[src/rtl/trap_return_ctrl.sv]
// MRET return sequencer: drains older instructions, redirects fetch to the saved
// return PC, restores MIE from MPIE, then masks interrupts for a short shadow.
module trap_return_ctrl #(
    parameter int XLEN          = 32,
    parameter int DEPTH_W       = 2,
    parameter int SHADOW_CYCLES = 2
) (
    input  logic               clk,
    input  logic               rst,
    input  logic               mret_valid,
    input  logic [XLEN-1:0]    mepc_in,
    input  logic               mpie_in,
    input  logic               mem_valid,
    input  logic               wb_valid,
    input  logic               exception_valid,
    input  logic               pipeline_stall,
    input  logic               trap_busy,
    input  logic               trap_taken,
    output logic               pc_redirect,
    output logic [XLEN-1:0]    redirect_pc,
    output logic               flush_if,
    output logic               flush_id,
    output logic               flush_ex,
    output logic               csr_wr,
    output logic               mie_new,
    output logic               mpie_new,
    output logic               irq_mask,
    output logic               ret_busy,
    output logic               mret_done,
    output logic               illegal_mret,
    output logic [DEPTH_W-1:0] depth
);

    typedef enum logic [1:0] {
        ST_IDLE,
        ST_DRAIN,
        ST_REDIRECT,
        ST_SHADOW
    } state_t;

    localparam logic [3:0] SHADOW_LOAD = 4'(SHADOW_CYCLES);

    state_t              r_state;
    logic [XLEN-1:0]     r_target;
    logic                r_mpie;
    logic [3:0]          r_shadow_cnt;
    logic [DEPTH_W-1:0]  r_depth;

    logic                r_pc_redirect;
    logic                r_flush;
    logic                r_csr_wr;
    logic                r_mie_new;
    logic                r_mpie_new;
    logic                r_irq_mask;
    logic                r_ret_busy;
    logic                r_mret_done;
    logic                r_illegal_mret;

    logic                w_accept;
    logic                w_depth_zero;
    logic                w_depth_max;
    logic                w_ret_commit;
    logic                w_drain_done;
    logic [XLEN-1:0]     w_aligned_pc;

    assign w_accept     = (r_state == ST_IDLE) && mret_valid && !pipeline_stall
                          && !trap_busy && !exception_valid;
    assign w_depth_zero = (r_depth == '0);
    assign w_depth_max  = (r_depth == '1);
    assign w_ret_commit = (r_state == ST_REDIRECT);
    assign w_drain_done = !mem_valid && !wb_valid && !exception_valid && !pipeline_stall;
    assign w_aligned_pc = {mepc_in[XLEN-1:2], 2'b00};

    // The return's decrement lands at the end of the REDIRECT cycle so that a
    // trap entering in that same cycle cancels it out exactly.
    always_ff @(posedge clk) begin
        if (rst) begin
            r_depth <= '0;
        end else if (trap_taken && !w_ret_commit) begin
            if (!w_depth_max) begin
                r_depth <= r_depth + 1'b1;
            end
        end else if (!trap_taken && w_ret_commit && !w_depth_zero) begin
            r_depth <= r_depth - 1'b1;
        end
    end

    always_ff @(posedge clk) begin
        if (rst) begin
            r_state        <= ST_IDLE;
            r_target       <= '0;
            r_mpie         <= 1'b0;
            r_shadow_cnt   <= '0;
            r_pc_redirect  <= 1'b0;
            r_flush        <= 1'b0;
            r_csr_wr       <= 1'b0;
            r_mie_new      <= 1'b0;
            r_mpie_new     <= 1'b0;
            r_irq_mask     <= 1'b0;
            r_ret_busy     <= 1'b0;
            r_mret_done    <= 1'b0;
            r_illegal_mret <= 1'b0;
        end else begin
            r_pc_redirect  <= 1'b0;
            r_flush        <= 1'b0;
            r_csr_wr       <= 1'b0;
            r_mie_new      <= 1'b0;
            r_mpie_new     <= 1'b0;
            r_irq_mask     <= 1'b0;
            r_ret_busy     <= 1'b0;
            r_mret_done    <= 1'b0;
            r_illegal_mret <= 1'b0;

            case (r_state)
                ST_IDLE: begin
                    if (w_accept) begin
                        if (w_depth_zero) begin
                            r_illegal_mret <= 1'b1;
                        end else begin
                            r_target   <= w_aligned_pc;
                            r_mpie     <= mpie_in;
                            r_state    <= ST_DRAIN;
                            r_ret_busy <= 1'b1;
                        end
                    end
                end

                ST_DRAIN: begin
                    if (exception_valid) begin
                        r_state <= ST_IDLE;
                    end else if (w_drain_done) begin
                        r_state       <= ST_REDIRECT;
                        r_ret_busy    <= 1'b1;
                        r_pc_redirect <= 1'b1;
                        r_flush       <= 1'b1;
                        r_csr_wr      <= 1'b1;
                        r_mie_new     <= r_mpie;
                        r_mpie_new    <= 1'b1;
                        r_mret_done   <= 1'b1;
                    end else begin
                        r_ret_busy <= 1'b1;
                    end
                end

                // Never stretched by a stall: the redirect is a single-cycle event.
                ST_REDIRECT: begin
                    r_state      <= ST_SHADOW;
                    r_shadow_cnt <= SHADOW_LOAD;
                    r_irq_mask   <= 1'b1;
                    r_ret_busy   <= 1'b1;
                end

                ST_SHADOW: begin
                    if (pipeline_stall) begin
                        r_irq_mask <= 1'b1;
                        r_ret_busy <= 1'b1;
                    end else if (r_shadow_cnt <= 4'd1) begin
                        r_state      <= ST_IDLE;
                        r_shadow_cnt <= '0;
                    end else begin
                        r_shadow_cnt <= r_shadow_cnt - 4'd1;
                        r_irq_mask   <= 1'b1;
                        r_ret_busy   <= 1'b1;
                    end
                end

                default: begin
                    r_state <= ST_IDLE;
                end
            endcase
        end
    end

    assign pc_redirect  = r_pc_redirect;
    assign redirect_pc  = r_target;
    assign flush_if     = r_flush;
    assign flush_id     = r_flush;
    assign flush_ex     = r_flush;
    assign csr_wr       = r_csr_wr;
    assign mie_new      = r_mie_new;
    assign mpie_new     = r_mpie_new;
    assign irq_mask     = r_irq_mask;
    assign ret_busy     = r_ret_busy;
    assign mret_done    = r_mret_done;
    assign illegal_mret = r_illegal_mret;
    assign depth        = r_depth;

endmodule

[config.mk]
export PLATFORM = sky130hd
export DESIGN_NAME = trap_return_ctrl
export DESIGN_NICKNAME = d
export VERILOG_FILES = /design/src/rtl/trap_return_ctrl.sv
export SDC_FILE = /design/constraint.sdc
export NUM_CORES = 1
export LEC_CHECK = 0
export ABC_AREA = 1
export CORE_ASPECT_RATIO = 1.4
export CORE_MARGIN = 5
export CORE_UTILIZATION = 45
export CTS_BUF_LIST = sky130_fd_sc_hd__clkbuf_4 sky130_fd_sc_hd__clkbuf_8
export CTS_CLUSTER_DIAMETER = 40
export DETAILED_ROUTE_END_ITERATION = 6
export PLACE_DENSITY_LB_ADDON = 0.25
export SLEW_MARGIN = 20
export SYNTH_ARGS = -nofsm -noshare
export SYNTH_HDL_FRONTEND = slang
export SYNTH_SLANG_ARGS = --single-unit
[constraint.sdc]
create_clock -name clk -period 1.8 [get_ports clk]
set_input_delay 0.36 -clock clk [delete_from_list [all_inputs] [get_ports clk]]
set_output_delay 0.36 -clock clk [all_outputs]
set_load 0.01 [all_outputs]
==> metrics.md, run 1 <==
| Metric | Value |
|---|---|
| Outcome | finished, final reports clean |
| Pleak | around 1.1 nW |
| Final setup viols | 0 |
| Critical path arrival | 1.32 ns |
| Iter 0 DRT Violations | 66 |
| FF+latch area | 880.8 µm² |
| Worst skew pair latency | 0.29 ns |
| Synth warn | 0 |
| Critical Path RT | 1.44 ns |
| First-pass GRT wire length | around 7300 µm |
| Synthesized cell area | about 1800 µm² |
| Post-layout util | 70.63% |
| Residual DRC | 0 |
| Biggest area consumer among synthesized cells | dfxtp_1 |
| Period Utilization, post-route | a little over 90% |
| Port Buf Inserts | 82 |
| Share of layout cells above drive strength 1 | 8.100% |
| CP bufs+invs | 1 |
| Hold Buf Count CTS | 0 |
| Hold Crit Class | flip-flop to flip-flop |
| Critical Path Fanout Max | 7 |
| Post-CTS Repair Setup Buffers | 0 |
| Core area | 3885 µm² |
| Die ar. | 5349 µm² |
| Total wire length | 4390 µm |
| Antenna Nets Post-Route | 0 |
| CP peak stage delay | around 0.59 ns |
| Worst Setup End Kind | primary output |
| Avg Cell Area, Syn | ~7.6 µm² |
| Area Growth Syn to Fin | 53.57% |
| Worst vdd ir | about 660 µV |
| Cell variety after synth | 23 |
| TritonCTS clock tree | done |
| Num CTS Buffers | 5 |
| Drt via density | 4.736 |
| Top delay family on crit path | buffers and inverters |
| Synth area leaders | dfxtp_1 (49%), nor2_1 (16%), o21ai_0 (9.2%), nand2_1 (5.3%), buf_4 (3.4%) |
| Drt pass-1 iters | 4 |
| Commonest non-fill, non-tap cell in the layout | clkdlybuf4s50_1 |
| Max Cap Viol | 0 |
| Clock sink count | 44 |
| Fillers | 333 |
| Pwr Density | 684.9 nW/µm² |
| Root buf cell | clkbuf_8 |
| Sequential area share after synthesis | 49.30% |
| Final Skew | 0.002946 ns |
| # rows | 27 |
| Min Tclk post-route | 1.684 ns |
| RSZ-0062 raised after global routing | false |
| H-tree Lvls | 2 |
| Detailed-route wire length per cell | around 12 µm |
| Synth Instances | 236 |
| Number of nets in the layout | 365 |
| Synth Flop Type | dfxtp_1 |
| Post-route setup TNS | 0 ns |
| # IOs | 87 |
| Largest net degree at the start of global routing | 21 |
| Tot GR Track Use | roughly 17% |
| CTS resizes | 0 |
| Slew Viols, Final | 0 |
| Slowest stage cell, crit path | clkdlybuf4s50_1 |
| Crit Path Category | flip-flop to primary output |
| CTS clock-pin slew for the worst setup and hold paths | approximately 0.080 ns |
| Die W | 63.26 µm |
| GPL Wtd Cong | 0.7709 |
| GRT Residual Overflow | 0 |
| DP HPWL | 3423 µm |
| Final Hold Fails | 0 |
| Worst-path cell chain | clkdlybuf4s50_1 |
| Fmax | between 0.5 and 0.6 GHz |
| Async SR Flop Fraction | 0% |
| Area of the multi-input gates | roughly 720 µm² |
| Vias | approximately 1700 |
| Critical Path Start Type | flip-flop |
| Most frequent cells in the layout | clkdlybuf4s50_1 (82), nor2_1 (75), dfxtp_1 (44) |
| Vias in the first global route | approximately 1600 |
| Initial Utilization | roughly 46% |
| Initial antenna violation count | 0 |
| Max Buffers Root-to-Sink | 2 |
| FF+latch count, synth | 44 |
| Antenna cell count | 0 |
| Post-synth top area share | 49.30% |
| Die Height | 84.56 µm |
| EDFF count, synth | 0 |
==> power by group <==
| part | internal (W) | switching (W) |
|---|---|---|
| sequential | 0.000991 | 0.0000113 |
| clock | 0.000342 | 0.000311 |
| combinational | 0.000137 | 0.0000875 |
| total | 0.00147 | 0.000410 |
==> cells in the mapped netlist, types with 2 or more instances <==
cell      count
clkbuf_2      3
nand3_1       4
dfxtp_1      44
o21ai_0      33
nand2_1      25
ha_1          2
clkbuf_1      3
buf_4         8
inv_1        16
a21oi_1       7
nor2_1       75
xor2_1        2
nor2_2        2
buf_6         3
==> metal layers <==
layer  vias up  track usage (%)  part of all wire [%]
met5         -                0                     0
met4         0            5.671                   1.4
met3         6            5.087                   7.4
met2        59            30.63                    52
met1       765            18.14                    40
li1        894                -                     -
==> worst register-to-register path: stages, from the launching register on <==
cell and delay (ns):
dfxtp_1 0.40, nor2_1 0.07, inv_1 0.15, nand4_4 0.15, buf_4 0.22, o21ai_0 0.18, nor2_1 0.06
==> worst paths after layout <==
kind / start / to / depth (start not counted) / slack, ns
max: mret_done / flush_ex / 1 / 0.12
min: r_mpie / mie_new / 1 / 0.47
max reg2reg: depth[0] / redirect_pc[18] / 6 / 0.47
min reg2reg: r_mpie / mie_new / 1 / 0.47
==> stage by stage <==
stage                     std cells  total power (W)  setup WS (ns)  hold slack [ns]  instance area [µm²]
after floorplan                 237         0.001111         0.6144           0.4291                 1790
after global placement          357         0.001246        0.03548           0.4469                 2648
after detailed placement        357         0.001251       -0.04765           0.4565                 2648
after CTS                       364         0.001898        0.07949           0.4766                 2744
after global routing            364         0.001972        0.01995           0.4896                 2744
final                           364         0.001879         0.1158           0.4731                 2744
==> registers in the layout, summed over array words and instances (netlist names), named ones only <==
register / count
redirect_pc: 30
r_state: 1
illegal_mret: 1
mie_new: 1
r_shadow_cnt: 4
irq_mask: 1
mret_done: 1
depth: 2
ret_busy: 1
r_mpie: 1
==> area by class of cell <==
class	count	area share (%)
well taps	43	1.961
clock buffers	7	3.511
flip-flops and latches	44	32.10
multi-input cells	159	26.40
repair buffers	94	33.65
inverters	17	2.371
==> kinds of logic after synthesis <==
kind of cell	synth area share (%)
flip-flops	49.30
AO/OA/AOI/OAI	12.11
XOR/XNOR	0.9806
buffers and inverters	10.36
other	0.2099
AND/OR/NAND/NOR	25.63
adder cells (fa/ha/maj)	1.400
Power figures use the tool's default switching activity.
==> run 2, diff against run 1 <==
Settings changed: GPL_TIMING_DRIVEN from default to 0, HOLD_SLACK_MARGIN from default to 0.03.
==> metrics.md, run 2 (synthesis results as in run 1) <==
| Metric | Value |
|---|---|
| Critical Path Fanout Max | 7 |
| Max reg flops | 30 |
| Largest net degree at the start of global routing | 14 |
| Vias in the first global route | 1640 |
| H-tree Lvls | 2 |
| Commonest non-fill, non-tap cell in the layout | clkdlybuf4s50_1 |
| Num CTS Buffers | 5 |
| Tot GR Track Use | 16.30% |
| RSZ-0062 raised after global routing | false |
| Max Cap Viol | 0 |
| Fillers | 322 |
| Final Hold Fails | 0 |
| Met3 WL | 292 µm |
| Share of layout cells above drive strength 1 | a little under a tenth |
| # IOs | a little under 90 |
| Die Height | 84.56 µm |
| DR top layer | met4 |
| Hold Slack | 0.4636 ns |
| Worst skew pair latency | 0.29 ns |
| Max Buffers Root-to-Sink | 2 |
| DP HPWL | 3332 µm |
| CTS clock-pin slew for the worst setup and hold paths | 0.08 ns |
| Detailed-route wire length per cell | 11.58 µm |
| First-pass GRT wire length | 7093 µm |
| DP Cell Count | between 300 and 400 |
| Min Tclk post-route | 1.702 ns |
| DR WL met2 | roughly 2200 µm |
| Critical Path Start Type | flip-flop |
| Top delay family on crit path | buffers and inverters |
| Residual DRC | 0 |
| GPL Wtd Cong | 0.8179 |
| Root buf cell | clkbuf_8 |
| Final setup viols | 0 |
| Non-Filler Instances | 370 |
| Die W | 63.26 µm |
| Crit Path Category | flip-flop to primary output |
| Pwr Density | 710.4 nW/µm² |
| Area Growth Syn to Fin | 55.46% |
| CP peak stage delay | 0.52 ns |
| Core area | 3885 µm² |
| Period Utilization, post-route | between 90% and 100% |
| Fmax | 0.5877 GHz |
| Wl on met1 | 1751 µm |
| Worst Setup End Kind | primary output |
| Total wire length | 4286 µm |
| GRT Residual Overflow | 0 |
| Slowest stage cell, crit path | clkdlybuf4s50_1 |
| Worst-path cell chain | buf_4 -> clkdlybuf4s50_1 |
| Antenna cell count | 0 |
| Vias | 1730 |
| TritonCTS clock tree | done |
| Critical path arrival | 1.34 ns |
| Number of nets in the layout | between 300 and 400 |
| Drt pass-1 iters | 4 |
| Outcome | finished, final reports clean |
| Clock sink count | 44 |
| Drt via density | 4.676 |
| Pleak | 1.109 nW |
| Worst vdd ir | 750.7 µV |
| Hold Crit Class | flip-flop to flip-flop |
| Critical Path RT | 1.44 ns |
| Iter 0 DRT Violations | 74 |
| Port Buf Inserts | 82 |
| Die ar. | 5349 µm² |
| # rows | 27 |
| Initial Utilization | 45.99% |
| Slew Viols, Final | 0 |
| CP bufs+invs | 2 |
| Antenna Nets Post-Route | 0 |
| Most frequent cells in the layout | clkdlybuf4s50_1 (82), nor2_1 (75), dfxtp_1 (43) |
| Initial antenna violation count | 0 |
| Final Skew | about 0.0059 ns |
## run 2: cell types whose count changed in the layout (fill, tap and decap cells not counted)
cell	previous run	this run
buf_4	11	8
buf_6	0	3
clkbuf_1	0	3
clkbuf_2	0	3
clkbuf_8	7	5
buf_12	1	0
bufinv_16	0	1
clkbuf_4	0	1
clkinv_2	1	2
dfxtp_1	44	43
dfxtp_2	0	1
## run 2: report_power, final
group	switching, W	internal (W)	leakage (nW)
clock network	0.000325	0.000427	0.0586
logic	0.0000862	0.000133	0.694
registers	0.0000115	0.000991	0.356
## run 2: path summary, 6_finish.rpt
check,from,to,slack [ns],depth (start not counted)
max,mret_done,pc_redirect,0.1,2
min,r_mpie,mie_new,0.46,1
max reg2reg,depth[0],redirect_pc[11],0.48,6
min reg2reg,r_mpie,mie_new,0.46,1
## run 2: per-stage QoR
stage	util (%)	setup TNS (ns)	total power, W	cell area (µm²)	setup WS, ns
final	71.50	0	0.001973	2778	0.09840
after detailed placement	68.60	-0.8746	0.001246	2665	-0.06649
after global routing	71.50	0	0.002069	2778	0.03200
after CTS	71.50	0	0.001997	2778	0.07538
after floorplan	-	0	0.001111	1790	0.6144
after global placement	68.60	-0.3071	0.001242	2665	-0.02625
## run 2: repair_timing
| action | 4_1_cts | 5_1_grt |
|---|---|---|
| resized for setup | 1 | 0 |
| hold buffers | 0 | 0 |
| setup endpoints to repair | 6 | 0 |
| setup buffers | 0 | 0 |
| endpoints found under the hold margin | 0 | 0 |
## run 2: per-layer routing
layer | vias up | global-route usage, %
met5 | - | 0
met4 | 0 | 6.994
met3 | 9 | 5.622
met2 | 58 | 28.10
met1 | 753 | 17.92
li1 | 910 | -
## run 2: final cells by class
cell class                      instances  area, µm²  share of cell area [%]
Clock buffer                            6      76.32                   2.748
Tap cell                               43      53.80                   1.937
Clock inverter                          2      35.03                   1.261
Timing Repair Buffer                   82      820.8                   29.55
Inverter                               17      65.06                   2.342
Sequential cell                        44      882.1                   31.76
Buffer                                 17      120.1                   4.324
Multi-Input combinational cell        159      724.4                   26.08
==> run 3, diff against run 2 <==
Settings changed: PLACE_DENSITY_LB_ADDON 0.25 to 0.2.
==> metrics.md, run 3 (synthesis results as in run 1) <==
| Metric | Value |
|---|---|
| Antenna cell count | 0 |
| Vias in the first global route | between 1500 and 2000 |
| GPL Wtd Cong | 0.8376 |
| RSZ-0062 raised after global routing | false |
| Critical Path RT | about 1.4 ns |
| H-tree Lvls | 2 |
| Worst skew pair latency | 0.30 ns |
| Drt via density | 4.638 |
| Max Buffers Root-to-Sink | 2 |
| TritonCTS clock tree | done |
| GRT Residual Overflow | 0 |
| Iter 0 DRT Violations | 64 |
| Drt pass-1 iters | 5 |
| Die Height | between 80 and 90 µm |
| Critical path arrival | 1.35 ns |
| DP HPWL | 3327 µm |
| # rows | 27 |
| First-pass GRT wire length | 7162 µm |
| Hold Slack | 0.4776 ns |
| Root buf cell | clkbuf_8 |
| Core area | 3885 µm² |
| Antenna Nets Post-Route | 0 |
| Worst vdd ir | 636.8 µV |
| Num CTS Buffers | 5 |
| Area Growth Syn to Fin | 54.69% |
| Tot GR Track Use | 16.37% |
| Fillers | 328 |
| Number of nets in the layout | 370 |
| Worst-path cell chain | buf_4 -> clkdlybuf4s50_1 |
| Die W | approximately 63 µm |
| Hold Buf Count CTS | 0 |
| Largest net degree at the start of global routing | 14 |
| Top delay family on crit path | buffers and inverters |
| Pwr Density | 676.5 nW/µm² |
| Critical Path Start Type | flip-flop |
| Pleak | 1.098 nW |
| Critical Path Fanout Max | 7 |
| Detailed-route wire length per cell | between 10 and 15 µm |
| Final Instance Area | around 2800 µm² |
| Initial antenna violation count | 0 |
| Commonest non-fill, non-tap cell in the layout | clkdlybuf4s50_1 |
| DP Area | 2665 µm² |
| Slew Viols, Final | 0 |
| Die ar. | 5349 µm² |
| Slowest stage cell, crit path | clkdlybuf4s50_1 |
| Hold Crit Class | flip-flop to flip-flop |
| CP bufs+invs | 2 |
| Min Tclk post-route | 1.707 ns |
| Area of the multi-input gates | roughly 720 µm² |
| Most frequent cells in the layout | clkdlybuf4s50_1 (82), nor2_1 (75), dfxtp_1 (43) |
| Final worst-path setup slack | 0.09262 ns |
| Residual DRC | 0 |
| Pre-CTS WS | -0.04591 ns |
| Initial Utilization | 45.99% |
| Clock sink count | 44 |
| Port Buf Inserts | 82 |
| Total wire length | 4271 µm |
| Final setup viols | 0 |
| CTS clock-pin slew for the worst setup and hold paths | 0.08 ns |
| Max reg flops | 30 |
| Max Cap Viol | 0 |
| Fmax | 0.5857 GHz |
| Crit Path Category | flip-flop to primary output |
| Share of layout cells above drive strength 1 | 9.174% |
| R2R Setup Slk | 0.44 ns |
| Final Hold Fails | 0 |
| Period Utilization, post-route | a little over nine tenths |
| FF+latch area | approximately 900 µm² |
| Final Skew | 0.007790 ns |
| # IOs | between 80 and 90 |
| CP peak stage delay | between 0.5 and 0.6 ns |
| Vias | 1716 |
| Worst Setup End Kind | primary output |
| Outcome | finished, final reports clean |
run 3: final timing paths:
check / start / cells after the start / to
setup / recovery: mret_done / 2 / pc_redirect
hold / removal: r_mpie / 1 / mie_new
setup reg to reg: depth[0] / 6 / redirect_pc[23]
hold reg to reg: r_mpie / 1 / mie_new
run 3: area by class of cell:
| type | instances | share of cell area [%] |
|---|---|---|
| Clock inverter | 1 | 0.2716 |
| Buffer | 17 | 4.346 |
| Clock buffer | 7 | 3.259 |
| Sequential cell | 44 | 31.91 |
| Multi-Input combinational cell | 159 | 26.21 |
| Tap cell | 43 | 1.947 |
| Timing Repair Buffer | 82 | 29.70 |
| Inverter | 17 | 2.354 |
run 3: what timing repair did:
item | in CTS | in global routing
setup endpoints to repair | 2 | 0
resized for setup | 1 | 0
buffers inserted | 0 | 0
run 3: routing by layer:
layer	wire length, µm	track usage [%]	vias to the layer above
met1	1665	18.40	755
met2	2291	29.60	49
li1	-	-	905
met3	244	3.213	7
met5	0	0	-
met4	70	6.805	0
run 3: through the flow:
| step | instances | power [W] | setup TNS (ns) | util (%) |
|---|---|---|---|---|
| 2_1_floorplan | 237 | 0.001111 | 0 | - |
| 3_3_place_gp | 362 | 0.001243 | -0.03669 | 68.60 |
| 3_5_place_dp | 362 | 0.001246 | -0.7176 | 68.60 |
| 4_1_cts | 370 | 0.001894 | 0 | 71.14 |
| 5_1_grt | 370 | 0.001965 | 0 | 71.14 |
| 6_report | 370 | 0.001870 | 0 | 71.14 |
run 3: power breakdown:
part	switching, W	internal (W)
registers	0.0000116	0.000991
clock network	0.000321	0.000327
logic	0.0000868	0.000133
total	0.000419	0.00145
